`src/rtl/ucsbece154b_fifo_push_arbiter_pkg.sv`:
```
// Shared types and sizing helpers for the FIFO push arbiter and its pickers.
package ucsbece154b_arb_pkg;

  typedef enum logic {
    OPEN = 1'b0,
    LOCK = 1'b1
  } arb_state_e;

  // Index width for n requesters; never collapses to zero bits.
  function automatic int unsigned id_width(input int unsigned n);
    return (n > 1) ? $clog2(n) : 1;
  endfunction

  // Burst counter width able to hold the value max_burst.
  function automatic int unsigned burst_width(input int unsigned max_burst);
    return (max_burst > 0) ? $clog2(max_burst + 1) : 1;
  endfunction

endpackage

```
`src/rtl/ucsbece154b_fifo_push_arbiter_if.sv`:
```
// Producer/FIFO-side nets of the push arbiter; slave is the arbiter's view.
interface ucsbece154b_fifo_push_arbiter_if
  import ucsbece154b_arb_pkg::*;
#(
  parameter int unsigned DATA_WIDTH = 32,
  parameter int unsigned NR_REQ     = 4
);
  localparam int unsigned ID_W = id_width(NR_REQ);

  logic [NR_REQ-1:0]                 req_valid_i;
  logic [NR_REQ-1:0][DATA_WIDTH-1:0] req_data_i;
  logic [NR_REQ-1:0]                 req_ready_o;
  logic                              fifo_full_i;
  logic                              fifo_pop_i;
  logic [DATA_WIDTH-1:0]             fifo_data_o;
  logic                              fifo_push_o;
  logic [ID_W-1:0]                   grant_id_o;
  logic                              locked_o;

  modport slave (
    input  req_valid_i, req_data_i, fifo_full_i, fifo_pop_i,
    output req_ready_o, fifo_data_o, fifo_push_o, grant_id_o, locked_o
  );

  modport master (
    output req_valid_i, req_data_i, fifo_full_i, fifo_pop_i,
    input  req_ready_o, fifo_data_o, fifo_push_o, grant_id_o, locked_o
  );

endinterface

```
`src/rtl/ucsbece154b_fifo_push_arbiter_rr_picker.sv`:
```
// Combinational round-robin search: first set bit of valid_i at or after start_i, wrapping.
module ucsbece154b_rr_picker
  import ucsbece154b_arb_pkg::*;
#(
  parameter int unsigned N = 4,
  localparam int unsigned IW = id_width(N)
) (
  input  logic [N-1:0]  valid_i,
  input  logic [IW-1:0] start_i,
  output logic          found_o,
  output logic [IW-1:0] index_o
);

  logic [IW-1:0] idx;

  always_comb begin
    found_o = 1'b0;
    index_o = '0;
    idx     = '0;
    for (int unsigned k = 0; k < N; k++) begin
      idx = IW'((32'(start_i) + k) % N);
      if (!found_o && valid_i[idx]) begin
        found_o = 1'b1;
        index_o = idx;
      end
    end
  end

endmodule

```
`src/rtl/ucsbece154b_fifo_push_arbiter.sv`:
```
// Round-robin, burst-locking arbiter sharing one FIFO push port among NR_REQ producers.
module ucsbece154b_fifo_push_arbiter
  import ucsbece154b_arb_pkg::*;
#(
  parameter int unsigned DATA_WIDTH = 32,
  parameter int unsigned NR_REQ     = 4,
  parameter int unsigned MAX_BURST  = 2
) (
  input  logic                              clk_i,
  input  logic                              rst_i,
  ucsbece154b_fifo_push_arbiter_if.slave    bus
);

  localparam int unsigned ID_W = id_width(NR_REQ);
  localparam int unsigned BC_W = burst_width(MAX_BURST);
  localparam logic [ID_W-1:0] LAST_ID    = ID_W'(NR_REQ - 1);
  localparam logic [BC_W-1:0] BURST_LAST = BC_W'(MAX_BURST);
  localparam logic [BC_W-1:0] BURST_ONE  = BC_W'(1);
  localparam bit              USE_LOCK   = (MAX_BURST > 1);

  arb_state_e      state_q, state_d;
  logic [ID_W-1:0] owner_q, owner_d;
  logic [ID_W-1:0] rr_ptr_q, rr_ptr_d;
  logic [BC_W-1:0] burst_cnt_q, burst_cnt_d;

  logic            pick_found;
  logic [ID_W-1:0] pick_idx;
  logic            owner_valid;
  logic            owner_hold;
  logic            winner_exists;
  logic [ID_W-1:0] winner;
  logic            accept;
  logic            push;

  ucsbece154b_rr_picker #(
    .N (NR_REQ)
  ) u_picker (
    .valid_i (bus.req_valid_i),
    .start_i (rr_ptr_q),
    .found_o (pick_found),
    .index_o (pick_idx)
  );

  // A held lock overrides the round-robin pick only while its owner still has data.
  always_comb begin
    owner_valid   = bus.req_valid_i[owner_q];
    owner_hold    = (state_q == LOCK) && owner_valid;
    winner_exists = owner_hold || pick_found;
    winner        = owner_hold ? owner_q : pick_idx;
    accept        = !bus.fifo_full_i || bus.fifo_pop_i;
    push          = winner_exists && accept && !rst_i;
  end

  always_comb begin
    bus.fifo_push_o = push;
    bus.req_ready_o = '0;
    if (push) begin
      bus.req_ready_o[winner] = 1'b1;
    end
    bus.fifo_data_o = winner_exists ? bus.req_data_i[winner] : '0;
    bus.grant_id_o  = winner_exists ? winner : '0;
    bus.locked_o    = (state_q == LOCK);
  end

  // Next-state: rotate pointer on every transfer, open/extend/close burst locks.
  always_comb begin
    state_d     = state_q;
    owner_d     = owner_q;
    rr_ptr_d    = rr_ptr_q;
    burst_cnt_d = burst_cnt_q;

    if (push) begin
      rr_ptr_d = (winner == LAST_ID) ? '0 : winner + ID_W'(1);
    end

    case (state_q)
      OPEN: begin
        if (push && USE_LOCK) begin
          state_d     = LOCK;
          owner_d     = winner;
          burst_cnt_d = BURST_ONE;
        end
      end
      LOCK: begin
        if (!owner_valid) begin
          state_d     = OPEN;
          burst_cnt_d = '0;
          if (push && USE_LOCK) begin
            state_d     = LOCK;
            owner_d     = winner;
            burst_cnt_d = BURST_ONE;
          end
        end else if (push) begin
          if (burst_cnt_q + BURST_ONE == BURST_LAST) begin
            state_d     = OPEN;
            burst_cnt_d = '0;
          end else begin
            burst_cnt_d = burst_cnt_q + BURST_ONE;
          end
        end
      end
      default: begin
        state_d     = OPEN;
        burst_cnt_d = '0;
      end
    endcase
  end

  always_ff @(posedge clk_i) begin
    if (rst_i) begin
      state_q     <= OPEN;
      owner_q     <= '0;
      rr_ptr_q    <= '0;
      burst_cnt_q <= '0;
    end else begin
      state_q     <= state_d;
      owner_q     <= owner_d;
      rr_ptr_q    <= rr_ptr_d;
      burst_cnt_q <= burst_cnt_d;
    end
  end

endmodule

```
`src/flat_wrapper.sv`:
```
// flat-port wrapper written by rule: the top's interface ports become plain ports
module ucsbece154b_fifo_push_arbiter_flat import ucsbece154b_arb_pkg::*;
#(
  parameter int unsigned DATA_WIDTH = 32,
  parameter int unsigned NR_REQ     = 4,
  parameter int unsigned MAX_BURST  = 2
)
  (clk_i, rst_i, bus_req_valid_i, bus_req_data_i, bus_fifo_full_i, bus_fifo_pop_i, bus_req_ready_o, bus_fifo_data_o, bus_fifo_push_o, bus_grant_id_o, bus_locked_o);
  ucsbece154b_fifo_push_arbiter_if #(.DATA_WIDTH(DATA_WIDTH), .NR_REQ(NR_REQ)) bus_i ();
  input  logic clk_i;
  input  logic rst_i;
  input wire logic [$bits(bus_i.req_valid_i)-1:0] bus_req_valid_i;
  input wire logic [$bits(bus_i.req_data_i)-1:0] bus_req_data_i;
  input wire logic [$bits(bus_i.fifo_full_i)-1:0] bus_fifo_full_i;
  input wire logic [$bits(bus_i.fifo_pop_i)-1:0] bus_fifo_pop_i;
  output wire logic [$bits(bus_i.req_ready_o)-1:0] bus_req_ready_o;
  output wire logic [$bits(bus_i.fifo_data_o)-1:0] bus_fifo_data_o;
  output wire logic [$bits(bus_i.fifo_push_o)-1:0] bus_fifo_push_o;
  output wire logic [$bits(bus_i.grant_id_o)-1:0] bus_grant_id_o;
  output wire logic [$bits(bus_i.locked_o)-1:0] bus_locked_o;
  assign bus_i.req_valid_i = bus_req_valid_i;
  assign bus_i.req_data_i = bus_req_data_i;
  assign bus_i.fifo_full_i = bus_fifo_full_i;
  assign bus_i.fifo_pop_i = bus_fifo_pop_i;
  assign bus_req_ready_o = bus_i.req_ready_o;
  assign bus_fifo_data_o = bus_i.fifo_data_o;
  assign bus_fifo_push_o = bus_i.fifo_push_o;
  assign bus_grant_id_o = bus_i.grant_id_o;
  assign bus_locked_o = bus_i.locked_o;
  ucsbece154b_fifo_push_arbiter #(.DATA_WIDTH(DATA_WIDTH), .NR_REQ(NR_REQ), .MAX_BURST(MAX_BURST)) u_core (.clk_i(clk_i), .rst_i(rst_i), .bus(bus_i));
endmodule
```
`config.mk`:
```
export PLATFORM = sky130hd
export DESIGN_NAME = ucsbece154b_fifo_push_arbiter_flat
export DESIGN_NICKNAME = d
export VERILOG_FILES = /design/src/rtl/ucsbece154b_fifo_push_arbiter_pkg.sv /design/src/rtl/ucsbece154b_fifo_push_arbiter_if.sv /design/src/rtl/ucsbece154b_fifo_push_arbiter_rr_picker.sv /design/src/rtl/ucsbece154b_fifo_push_arbiter.sv /design/src/flat_wrapper.sv
export SDC_FILE = /design/constraint.sdc
export NUM_CORES = 1
export LEC_CHECK = 0
export CORE_AREA = 5 5 96 98
export CTS_CLUSTER_DIAMETER = 150
export CTS_CLUSTER_SIZE = 8
export DETAILED_ROUTE_END_ITERATION = 8
export DIE_AREA = 0 0 101 103
export PLACE_DENSITY = 0.81
export SLEW_MARGIN = 5
export SYNTH_ARGS = -nofsm -noshare
export SYNTH_HDL_FRONTEND = slang
export SYNTH_SLANG_ARGS = --single-unit
```
`constraint.sdc`:
```
create_clock -name clk_i -period 2.2 [get_ports clk_i]
set_input_delay 0.22 -clock clk_i [delete_from_list [all_inputs] [get_ports clk_i]]
set_output_delay 0.22 -clock clk_i [all_outputs]
set_load 0.01 [all_outputs]
```
==> results.md, run 1 <==
* Seq pwr share at 4.9%
* I/O Buffers at about 180
* Die width at 101 um
* Critical Path Sink Type: output port
* Initial antenna violation count at 0
* CP arrival at 2.35 ns
* Status: finished with violations
* Ant diodes at 0
* CTS tree: done
* Slew Limit Headroom at 66.2%
* Setup_tns at -10.21 ns
* Clk pwr share at ~5.7%
* FF/Latch Area at approximately 150 um2
* VDD IR max at 0.000474 V
* Switching Share at 47.4%
* Mapped Cells at 440
* Reg clk slew, reported paths at about 0.050 ns
* Met1 GRT Util at 30.3%
* Vias in the first global route at 4719
* Period utilization at 117%
* Combinational share of power at between 80 and 90%
* Endpoints failing hold at 0
* GRT overflow at 0
* Post-synthesis cell area at 3220 um2
* Via count at 4654
* R2R setup slack at 0.22 ns
* Core area at 8380 um2
* Area Overhead vs Synth at 90.9%
* GRT Max-Usage Layer: met2
* Per-cell routed wire length at 19.5 um
* Fin worst setup slack at -0.366 ns
* Multi-input combinational cell area at 3130 um2
* Ys Warns at 0
* Met2 usage at 48.3%
* Root buf cell: clkbuf_8
* Synthesized Nets at 580
* Max cap viols at 0
* Power Dens Cells at ~570 nW/um2
* Type of the worst min-delay path: reg -> reg
* Failing checks: negative setup slack
* Achievable frequency at 0.390 GHz
* Overall die height at 103 um
* # IOs at 176
* Pre-antenna DRT Iters at 4
* Met3 usage at 2.98%
* Global-route wire length before repair at 22300 um
* CTS Sinks at 7
* GRT Total Usage at 26.0%
* Initial Util at 38.4%
* Initial drt markers at 256
* Total power at 0.00349 W
* Largest net degree at the start of global routing at 67
* ANT nets after route at 0
* CTS Hold Bufs at 0
* Residual DRC at 0
* Fin crit period at 2.57 ns
* Final setup vio count at 36
* Average size of a mapped cell at approximately 7.3 um2
* Slew Viols, Final at 0
* Critical Path RT at ~2.0 ns
* CTS buffer count at 3
* Number of synthesized register bits at 7
* Switching power at 0.00166 W
* RSZ-0062 raised after global routing: yes
* Category of the most critical setup path: reg -> out
* Clock Latency Late Sink at 0.24 ns
* Final WL at about 15000 um
* # fillers at 608
* Nets@finish at 811
* Vias per cell at roughly 6.0
* Clock buffer depth at 2
* Row cnt at 34
* GP Congestion at 0.867
* Sequential area share after synthesis at 4.35%
* Die ar. at 10400 um2
* Clock skew at 0.00620 ns
* Internal Pwr Total at approximately 0.0018 W
* Crit-path max FO at 8
* DPL Wire Length at 10200 um
* Synth unique cells at 39
* Worst-margin pin slew at 0.502 ns
* CP startpoint kind: register
* Htree depth at 1
* Layout cells sized above 1 at between 30 and 40%
* Lkg Pwr at roughly 2.7 nW
==> final cells by class <==
class	count	area share [%]
clock buffer	4	0.732
inverter	7	0.468
multi-input combinational	384	50.8
sequential	7	2.38
tap	108	2.20
timing repair buffer	268	43.4
==> through the flow <==
step           hold WS, ns  util (%)  cell area, um2  instances  worst slack, ns
2_1_floorplan        0.419         -            3220        440           0.0682
3_3_place_gp         0.429      67.1            5630        761           -0.861
3_5_place_dp         0.467      67.1            5630        761           -0.931
4_1_cts              0.473      70.2            5880        775           -0.318
5_1_grt              0.489      73.4            6150        778           -0.419
6_report             0.487      73.4            6150        778           -0.366
==> registers in the layout (all words and copies together), names as in the netlist <==
register and count:
u_core.burst_cnt_q 2, u_core.bus.locked_o 1, u_core.owner_q 2, u_core.rr_ptr_q 2
==> placed cells by master (no fill, tap or decap), drive strengths merged, types with 2 or more instances in the layout <==
| cell type | count |
|---|---|
| o41ai | 33 |
| dlygate4sd2 | 2 |
| ha | 4 |
| a21oi | 102 |
| o211a | 32 |
| a21boi | 2 |
| inv | 7 |
| o21bai | 33 |
| dfxtp | 7 |
| buf | 126 |
| clkdlybuf4s50 | 133 |
| or3 | 33 |
| and2 | 38 |
| clkbuf | 7 |
| nor2b | 5 |
| a2111oi | 2 |
| nand2 | 14 |
| nor2 | 37 |
| o21ai | 38 |
| bufbuf | 2 |
| clkdlybuf4s15 | 2 |
==> repair_timing <==
| item | CTS | global route |
|---|---|---|
| pin swaps | 47 | 8 |
| setup buffers | 4 | 1 |
| resized for setup | 193 | 50 |
| cloned | 6 | 2 |
| endpoints found under the setup margin | 40 | 39 |
==> layer usage <==
metal  up-vias  part of all wire (%)
met5         -                     0
met4         0                   3.1
met3        51                   8.2
met2       252                    51
met1      2200                    38
li1       2151                     -
==> cells in the mapped netlist <==
master	count	area (um2)
or3_1	33	206
buf_6	7	78.8
a221oi_1	1	8.76
o41ai_1	3	26.3
o211a_1	32	320
and2_1	38	238
ha_1	4	50.1
o21ai_0	10	50.1
o2bb2ai_2	1	15.0
inv_1	7	26.3
clkbuf_1	16	60.1
dfxtp_1	7	140
buf_1	1	3.75
o21ai_1	28	140
o32a_2	1	11.3
a21o_1	1	7.51
o41ai_2	30	488
mux2_4	1	15.0
a2111oi_4	1	27.5
nor2_2	1	6.26
a2111oi_0	1	8.76
or2_1	1	6.26
buf_2	12	60.1
a21boi_0	1	7.51
nor4b_2	1	15.0
a21boi_1	1	7.51
buf_4	6	45.0
a211oi_1	1	7.51
a31oi_4	1	21.3
a21oi_2	30	263
o21bai_1	32	240
mux2i_2	1	13.8
a21oi_1	72	360
nor2b_1	4	25.0
o21bai_4	1	18.8
nor2_1	36	135
nand2_1	14	52.6
nand2b_1	1	6.26
nor2b_2	1	8.76
==> final timing paths <==
check / start / end / cells past startpoint
max: u_core.owner_q[0] / bus_fifo_data_o[13] / 8
min: u_core.burst_cnt_q[1] / u_core.burst_cnt_q[1] / 2
max reg2reg: u_core.bus.locked_o / u_core.rr_ptr_q[1] / 11
min reg2reg: u_core.burst_cnt_q[1] / u_core.burst_cnt_q[1] / 2
==> cell families (layout without fill, tap and decap cells) <==
group	after synthesis	after routing	share of synthesized area, %
muxes	2	2	0.893
DFF	7	7	4.35
adders and majority gates	4	4	1.55
buffers and inverters	49	279	8.51
and+or+nand+nor	130	130	21.7
AOI/OAI and AO/OA	248	248	63.0
==> critical path, cell delays in order, from the launching register on <==
cell       delay, ns
dfxtp_4         0.37
mux2_4          0.33
o2bb2ai_4       0.13
or3_4           0.47
clkbuf_16       0.21
a21oi_2         0.16
nor2_1          0.07
o211a_1         0.22
buf_2           0.15
==> power groups by stage <==
stage / clock network, W / logic, W / registers, W
finish: 0.000198 / 0.00312 / 0.000171
global route: 0.000205 / 0.00332 / 0.000173
CTS: 0.000204 / 0.00286 / 0.000167
detailed placement: 0 / 0.00283 / 0.000168
global placement: 0 / 0.00275 / 0.000166
floorplan: 0 / 0.00155 / 0.000164
Note: power is estimated with default switching activity, not from simulation.
==> inputs of run 2 (changes only) <==
Clock period 2.2 ns to 2.5 ns, I/O delays scaled along.
==> results.md, run 2 (same netlist as run 1, synthesis figures left out) <==
* Initial Util at between 30% and 40%
* Power Dens Cells at 523 nW/um2
* Initial drt markers at 249
* CTS Hold Bufs at 0
* Status: finished with violations
* Ant diodes at 0
* Vias in the first global route at 4659
* DPL Wire Length at 9820 um
* Endpoints failing hold at 0
* CTS tree: done
* CP startpoint kind: register
* Crit-path max FO at 5
* CP arrival at 2.37 ns
* Final WL at 16000 um
* Period utilization at 105%
* Initial antenna violation count at 0
* GRT overflow at 0
* Largest net degree at the start of global routing at 67
* GRT Total Usage at 27.4%
* Final core utilization at 76.2%
* Worst-margin pin slew at 0.489 ns
* Residual DRC at 0
* CP cell instances: mux2_4 > o2bb2ai_4 > buf_6 > o21bai_4 > bufbuf_16 > a21oi_1 > o21bai_1 > o211a_1 > buf_6
* RSZ-0062 raised after global routing: yes
* Clock Latency Late Sink at 0.24 ns
* Lkg Pwr at around 2.7 nW
* Row cnt at 34
* Htree depth at 1
* Reg clk slew, reported paths at 0.05 ns
* Critical Path RT at 2.25 ns
* # fillers at 582
* Clock buffer depth at 2
* Area Overhead vs Synth at 98.3%
* Crit-path slowest cell: dfxtp_4
* CTS Sinks at 7
* Fin crit period at about 2.6 ns
* Overall die height at 103 um
* Achievable frequency at 0.381 GHz
* VDD IR max at between 0.0004 and 0.0005 V
* Vias per cell at 6.07
* I/O Buffers at between 150 and 200
* Type of the worst min-delay path: reg -> reg
* Final setup vio count at 24
* Worst Setup SP: u_core.owner_q[0]
* Worst Reg-to-Reg Cells at 11
* Max cap viols at 0
* Root buf cell: clkbuf_8
* Slowest cell delay on critical path at ~0.38 ns
* Pre-antenna DRT Iters at 5
* Most used cell along the critical path: buf_6
* Nets@finish at 807
* Die width at roughly 100 um
* Core area at 8380 um2
* Slew Limit Headroom at between 60% and 70%
* Worst reg2reg path startpoint: u_core.owner_q[0]
* Fin area at ~6400 um2
* Most frequent cells in the layout: 133 x clkdlybuf4s50_1, 57 x buf_4, 54 x a21oi_1
* Per-cell routed wire length at 20.7 um
* Worst Setup EP: bus_fifo_data_o[11]
* Post-Place Setup Slack at -0.694 ns
* # IOs at 176
* Category of the most critical setup path: reg -> out
* Placed inst area at 5440 um2
* Die ar. at 10400 um2
* RR Endpoint: u_core.rr_ptr_q[1]
* Global-route wire length before repair at 23200 um
* Cell Count, Final, Fillers Out at 774
* CTS buffer count at 3
* Failing checks: negative setup slack
* Layout cells sized above 1 at 39.3%
* Min-Delay Startpoint: u_core.burst_cnt_q[1]
* Placed Cells at 738
* Slew Viols, Final at 0
* Critical Path Sink Type: output port
* ANT nets after route at 0
* Clock skew at between 0.006 and 0.007 ns
* GP Congestion at about 0.84
* Via count at 4702
* R2R setup slack at 0.46 ns
* Top flop regs: u_core.burst_cnt_q x2, u_core.owner_q x2, u_core.rr_ptr_q x2
* Fin worst setup slack at -0.125 ns
* Most common cell after layout, fill and taps aside: clkdlybuf4s50_1
## run 2: cell types whose count changed in the layout (fill, tap and decap cells not counted), moves of 3 or more
cell,delta
a21oi_1,-15
a21oi_4,+10
and2_1,-10
and2_4,+10
buf_4,-10
buf_6,+8
buf_2,-6
a21oi_2,+5
nor2_1,+4
nor2_2,-3
o21ai_0,-3
o21ai_2,+3
## run 2: worst min-delay path by stage
stage,to,slack (ns),depth (start not counted)
after CTS,u_core.burst_cnt_q[1],0.46,2
after global routing,u_core.burst_cnt_q[1],0.49,2
after global placement,u_core.burst_cnt_q[1],0.43,2
final,u_core.burst_cnt_q[1],0.46,2
after detailed placement,u_core.burst_cnt_q[1],0.45,2
after floorplan,u_core.burst_cnt_q[1],0.42,2
## run 2: power by group
| group | total (W) | internal (W) | leakage (nW) | switching (W) |
|---|---|---|---|---|
| combinational | 0.00303 | 0.00153 | 2.63 | 0.00150 |
| sequential | 0.000145 | 0.000128 | 0.0592 | 0.0000166 |
| clock | 0.000172 | 0.000111 | 0.0228 | 0.0000603 |
## run 2: final cells by class
class,count,area [um2],share of cell area [%]
multi-input cells,384,3300,51.7
repair buffers,264,2730,42.7
flip-flops and latches,7,146,2.29
well taps,108,135,2.11
clock buffers,4,45.0,0.705
inverters,7,31.3,0.490
## run 2: critical path, delay by kind of cell, from the launching register on
kind | cells | cell delay [ns]
AO/OA/AOI/OAI | 5 | 0.87
buffers and inverters | 3 | 0.53
flip-flops | 1 | 0.38
multiplexers | 1 | 0.34
## run 2: per-stage QoR
step	hold slack (ns)	power, W	setup TNS, ns
2_1_floorplan	0.419	0.00151	0
3_3_place_gp	0.430	0.00253	-22.02
3_5_place_dp	0.451	0.00259	-23.82
4_1_cts	0.457	0.00306	-1.93
5_1_grt	0.491	0.00353	-3.62
6_report	0.462	0.00334	-1.66
## run 2: routing by layer
layer | track usage, % | vias to the layer above | share of wire [%]
met5 | 0 | - | 0
met2 | 51.5 | 268 | 50
li1 | - | 2145 | -
met4 | 8.28 | 0 | 3.0
met1 | 32.0 | 2237 | 39
met3 | 4.19 | 52 | 8.5
## run 2: timing repair
item                                    in CTS  in global routing
gates resized for setup                    210                 81
endpoints found under the setup margin      38                 36
pin swaps                                   45                 33
buffers inserted                             7                 15
gates cloned                                 8                  3
